--- config.mk ---
export PLATFORM = sky130hd
export DESIGN_NAME = tx_fifo
export DESIGN_NICKNAME = d
export VERILOG_FILES = /design/src/rtl/tx_fifo.sv
export SDC_FILE = /design/constraint.sdc
export NUM_CORES = 1
export LEC_CHECK = 0
export CORE_MARGIN = 2
export CORE_UTILIZATION = 40
export CTS_BUF_LIST = sky130_fd_sc_hd__clkbuf_4
export CTS_CLUSTER_SIZE = 8
export DETAILED_ROUTE_END_ITERATION = 8
export PLACE_DENSITY = 0.67
export SLEW_MARGIN = 20
export SYNTH_ARGS = -nofsm -noshare
export SYNTH_HDL_FRONTEND = slang
export SYNTH_SLANG_ARGS = --single-unit
--- constraint.sdc ---
create_clock -name pclk -period 2.2 [get_ports pclk]
set_input_delay 0.44 -clock pclk [delete_from_list [all_inputs] [get_ports pclk]]
set_output_delay 0.44 -clock pclk [all_outputs]
set_load 0.01 [all_outputs]
--- src/rtl/tx_fifo.sv ---
// rtl/tx_fifo.sv - APB-fed transmit FIFO with first-word-fall-through head and sticky overrun.
// Circular buffer; a push into a full FIFO is accepted only when the head leaves on the same edge.
module tx_fifo #(
   parameter int DEPTH = 4,
   parameter int WIDTH = 8
) (
   input  logic                     pclk,
   input  logic                     clear,
   input  logic                     psel,
   input  logic                     pwrite,
   input  logic [WIDTH-1:0]         pwdata,
   input  logic                     tx_ready,
   output logic [WIDTH-1:0]         txdata,
   output logic                     tx_valid,
   output logic                     ssptxintr,
   output logic                     tx_empty,
   output logic [$clog2(DEPTH):0]   count,
   output logic                     overrun
);

   localparam int AW = $clog2(DEPTH);
   localparam int CW = AW + 1;
   localparam logic [CW-1:0] FULL_CNT = CW'(DEPTH);

   logic [WIDTH-1:0] mem_q [DEPTH];
   logic [AW-1:0]    rd_ptr_q, rd_ptr_d;
   logic [AW-1:0]    wr_ptr_q, wr_ptr_d;
   logic [CW-1:0]    count_q, count_d;
   logic             overrun_q, overrun_d;

   logic push_req, full, pop, push;

   assign push_req = psel & pwrite;
   assign full     = (count_q == FULL_CNT);
   assign pop      = (count_q != '0) & tx_ready;
   assign push     = push_req & (~full | pop);

   always_comb begin
      rd_ptr_d  = rd_ptr_q;
      wr_ptr_d  = wr_ptr_q;
      count_d   = count_q;
      overrun_d = overrun_q;
      if (pop)
         rd_ptr_d = rd_ptr_q + 1'b1;
      if (push)
         wr_ptr_d = wr_ptr_q + 1'b1;
      if (push && !pop)
         count_d = count_q + 1'b1;
      else if (pop && !push)
         count_d = count_q - 1'b1;
      if (push_req && !push)
         overrun_d = 1'b1;
   end

   always_ff @(posedge pclk) begin
      if (clear) begin
         rd_ptr_q  <= '0;
         wr_ptr_q  <= '0;
         count_q   <= '0;
         overrun_q <= 1'b0;
         for (int i = 0; i < DEPTH; i++)
            mem_q[i] <= '0;
      end else begin
         rd_ptr_q  <= rd_ptr_d;
         wr_ptr_q  <= wr_ptr_d;
         count_q   <= count_d;
         overrun_q <= overrun_d;
         // At full with push+pop both pointers hit the same slot; the later write keeps the new byte.
         if (pop)
            mem_q[rd_ptr_q] <= '0;
         if (push)
            mem_q[wr_ptr_q] <= pwdata;
      end
   end

   assign txdata    = (count_q != '0) ? mem_q[rd_ptr_q] : '0;
   assign tx_valid  = (count_q != '0);
   assign tx_empty  = (count_q == '0);
   assign ssptxintr = full;
   assign count     = count_q;
   assign overrun   = overrun_q;

endmodule

# Word level (Yosys, flattened, before mapping)
# Memories as Yosys holds them, arrays and structs flattened. A register that Yosys moved wholly into a read port is not among the register bits.
# Cells that the tools add are included.
[totals] register_bits=8 ram_bits=32 in_bits=13 output_inout_bits=15 word_cells=44 n_memories=1
[op_classes] add_sub_neg=4 n_eq_ne=1 n_mux=19 n_bitwise=5 reduce_logical=10
[mem_list] name="mem_q" depth=4 width=8 rd=1 rd_ports_with_merged_regs=1 write_ports=4 line_no="25" rtl="logic [WIDTH-1:0] mem_q [DEPTH];"
[op_table] operator="8-bit 2-to-1 mux" n=3
[op_table] operator="8-bit OR reduction" n=2
[op_table] operator="1-bit 2-to-1 mux" n=10
[op_table] operator="2-bit 2-to-1 mux" n=4
[op_table] operator="3-bit 2-to-1 mux" n=2
[op_table] operator="2-bit by 1-bit adder with 2-bit output, second input constant" n=2
[op_table] operator="3-bit by 1-bit adder with 3-bit output, second input constant" n=1
[op_table] operator="1-bit AND" n=3
[op_table] operator="3-bit equality test, second input constant" n=1
[op_table] operator="1-bit logical AND" n=3
[op_table] operator="3-bit logical NOT" n=1
[op_table] operator="3-bit nonzero test" n=1
[op_table] operator="3-bit by 1-bit subtractor with 3-bit output, second input constant" n=1
[op_table] operator="1-bit logical NOT" n=2
[op_table] operator="2-bit nonzero test" n=1
[op_table] operator="1-bit NOT" n=1
[op_table] operator="1-bit bitwise OR" n=1

# Depth between registers and ports, before layout
[depth] word_depth=9 ltp_mapped=8 ltp_nobuf=8

# Worst setup path before layout
# OpenSTA, ideal clock, no wires.
[synth_timing] path_type="register -> register" from="reg count_q[1], in the netlist count[1]" to="reg count_q[2], in the netlist count[2]" setup_time_ns=0.071 t_arrival_ns=2.127 required_time_ns=2.129 setup_slack_ns=0.002 path_stages_with_launch=8 path_buffers=0 period_less_slack_ns=2.198 path_cell_list="dfxtp_1 -> o31ai_1 -> ha_1 -> inv_1 -> fa_1 -> xor2_1 -> or3_1 -> a21oi_1"
[synth_via] elab_chain_len=7 elab_cells_between_ends=15 classes_between="add/sub (2); eq/ne (1); mux (2); bitwise (4); reduce/logical (6)"
[synth_lines] item="start: declaration" line_no="28" rtl="logic [CW-1:0] count_q, count_d;"
[synth_lines] item="start signal: assignment" line_no="66" rtl="count_q <= count_d;"
[synth_lines] item="3-bit nonzero test or 3-bit equality test (tied branches)" line_no="35, 34"
[synth_lines] item="1-bit AND or 1-bit NOT (tied branches)" line_no="35, 36"
[synth_lines] item="1-bit bitwise OR" line_no="36" rtl="assign push = push_req & (~full | pop);"
[synth_lines] item="1-bit AND" line_no="36"
[synth_lines] item="1-bit logical NOT" line_no="49" rtl="else if (pop && !push)"
[synth_lines] item="1-bit logical AND" line_no="49"
[synth_lines] item="2-bit nonzero test (no source line)"
# Parallel ways exist; a longest one is shown, timed or not. The select of a mux whose other input is x is not followed.
# A chain may end at the register's enable or synchronous reset.

# Worst setup path after layout
# Same ends and word-level chain as after synthesis.

==> results.yml <==
route:
  routedWlPerCell_um: 16.77
  met3_wirelength_um: 172
  routed_wl_um: 4393
  drt_iter0_drc: 76
  wl_met2_um: 2347
  routed_via_density: 4.947
  ant_nets: 0
  top_layer_used: "met4"
  drc_errors: 0
  via_count: 1296
  dr.pass1.iters: 6
  met1_length_um: 1813
timing:
  timing.hold.ws_ps: 498.6
  period_share_pct: 97.24
  tightest_slew_ps: 628.4
  max_freq_ghz: 0.4674
  max_slew_margin_pct: 57.58
  setup_viol: 0
  fin_crit_ps: 2139
  fin_setup_tns_ps: 0
  grt_setup_unrepaired: "yes"
  drv_slew: 0
  hold_violations: 0
  finClkSkew_ps: 23.23
final_layout:
  diodes: 0
  final_util_pct: 54.47
  nets: 213
  areaGrowthSynthToFinish_pct: 28.81
  drive_gt1_share_pct: 43.08
yosys:
  synth_edf_count: 32
  synthArstFlopShare_pct: 0
  synth_area_um2: 2037
  synth.area.top_cells: "edfxtp_1, and2_2, dfxtp_1"
  seq_area_frac_synth_pct: 57.00
  ys_warn_count: 0
  synth_cells: 146
  yosys-top-cells-count: "and2_2, edfxtp_1, dfxtp_1, nor2_1"
  yosysUniqueCellTypes: 31
  syn-num-nets: 165
  synth_top_area_share_pct: 47.17
  yosys_register_bits: 42
  synth_top_cell_by_area: "edfxtp_1"
  synth_area_per_cell_um2: 13.95
  synth_top_flop_cell: "edfxtp_1"
floorplanning:
  dieArea_um2: 5679
  core_um2: 4817
  initial_core_util_pct: 42.29
  fp-row-count: 25
  die_x_um: 75.36
  ioPinCount: 28
  dieHeight_um: 75.36
worst_setup_path:
  regToRegSetupSlack_ps: 60
  cp.required_ps: 2490
  crit_type: "flop to flop"
  worstSetupEndpointType: "flop"
  worstPathMaxFanout: 5
  start_kind: "flop"
  crit_arrival_ps: 2430
clock_tree:
  cts-root-buf: "clkbuf_4"
  path_clk_slew_ps: 140
  htree_num_levels: 2
  cts_max_path_buffers: 2
  clk_latency_ps: 360
  cts_tree: "built"
  numCtsBuffers: 5
  hold_buffers: 0
  clock-sinks: 42
pwr:
  vdd_drop_max_mv: 0.4335
  power_density_nw_per_um2: 940.6
  p_leak_uw: 0.001081
worst_hold_path:
  hold_class: "flop to flop"
outcome:
  status: "completed"
run:
  cap_viol_max_count: 0
global_routing:
  grt_overflow: 0
  grt_start_max_net_pins: 16
  grt_pass1_vias: 1358
  grt_usage_pct: 17.11
  grt_first_pass_wirelength_um: 6789
  antenna_found_initial: 0
placed_design:
  place.gp.congestion: 0.7610
  hpwl_um: 3010
  port_buffers: 27
-- path summary, 6_finish.rpt --
check | endpoint | cells past startpoint | from
worst max-delay path | count[2] | 7 | count[1]
worst min-delay path | overrun | 2 | overrun
worst max register to register | count[2] | 7 | count[1]
worst min register to register | overrun | 2 | overrun
-- power by group --
part / leakage, µW / internal (µW) / total, µW / switching [µW]
registers: 0.000418 / 975 / 1050 / 71.6
logic: 0.000608 / 444 / 799 / 355
clock network: 0.0000554 / 355 / 622 / 267
-- cells in the final DEF (no fill, tap or decap), drive strengths merged, types with 3 or more instances in the layout --
cell           instances
and2                  40
edfxtp                32
buf                   23
clkdlybuf4s50         15
nor2                  11
dfxtp                 10
clkbuf                 9
mux4                   8
inv                    5
ha                     5
nor4b                  5
a211o                  4
xor2                   3
dlymetal6s2s           3
-- cell type report --
| type | count | area (µm²) |
|---|---|---|
| fill | 445 | 2193 |
| sequential | 42 | 1167 |
| multi-input combinational | 94 | 848.3 |
| timing repair buffer | 46 | 399.1 |
| tap | 67 | 83.83 |
| clock inverter | 3 | 68.82 |
| clock buffer | 5 | 37.54 |
| inverter | 5 | 18.77 |
-- state kept, by name, summed over array words and instances, names as in the netlist, named ones only --
signal,count
count,3
overrun,1
wr_ptr_q,2
rd_ptr_q,2
mem_q,32
-- worst max-delay path, stage by stage, from the launching register on --
cell     delay (ps)
dfxtp_1         410
o31ai_2         330
ha_1            230
inv_1            70
fa_1            370
xor2_1          180
or3_1           320
a21oi_1         150
-- stage by stage --
step / instances / total power (µW) / cell area [µm²] / setup slack (ps)
floorplan: 146 / 1456 / 2037 / 2.472
global placement: 253 / 1815 / 2506 / -220.2
detailed placement: 253 / 1852 / 2506 / -355.6
CTS: 262 / 2519 / 2653 / -4.197
global route: 262 / 2590 / 2624 / -39.15
finish: 262 / 2468 / 2624 / 60.68
-- logic make-up after synthesis --
group,after synthesis,share of synthesized area [%]
AO/OA/AOI/OAI,9,3.317
XOR/XNOR,4,1.720
adder cells (fa/ha/maj),6,4.054
buffers and inverters,10,1.904
flip-flops,42,57.00
multiplexers,11,10.38
AND/OR/NAND/NOR,64,21.62
-- routing by layer --
layer | global-route usage (%) | up-vias
li1 | - | 617
met1 | 20.19 | 644
met4 | 5.848 | 0
met2 | 30.24 | 29
met5 | 0 | -
met3 | 4.497 | 6
-- timing repair --
| item | 4_1_cts | 5_1_grt |
|---|---|---|
| setup endpoints to repair | 10 | 10 |
| pin swaps | 1 | 0 |
| cloned | 0 | 0 |
| buffers inserted | 1 | 0 |
| gates resized for setup | 30 | 11 |
No activity file was read; power rests on OpenSTA's default activity.
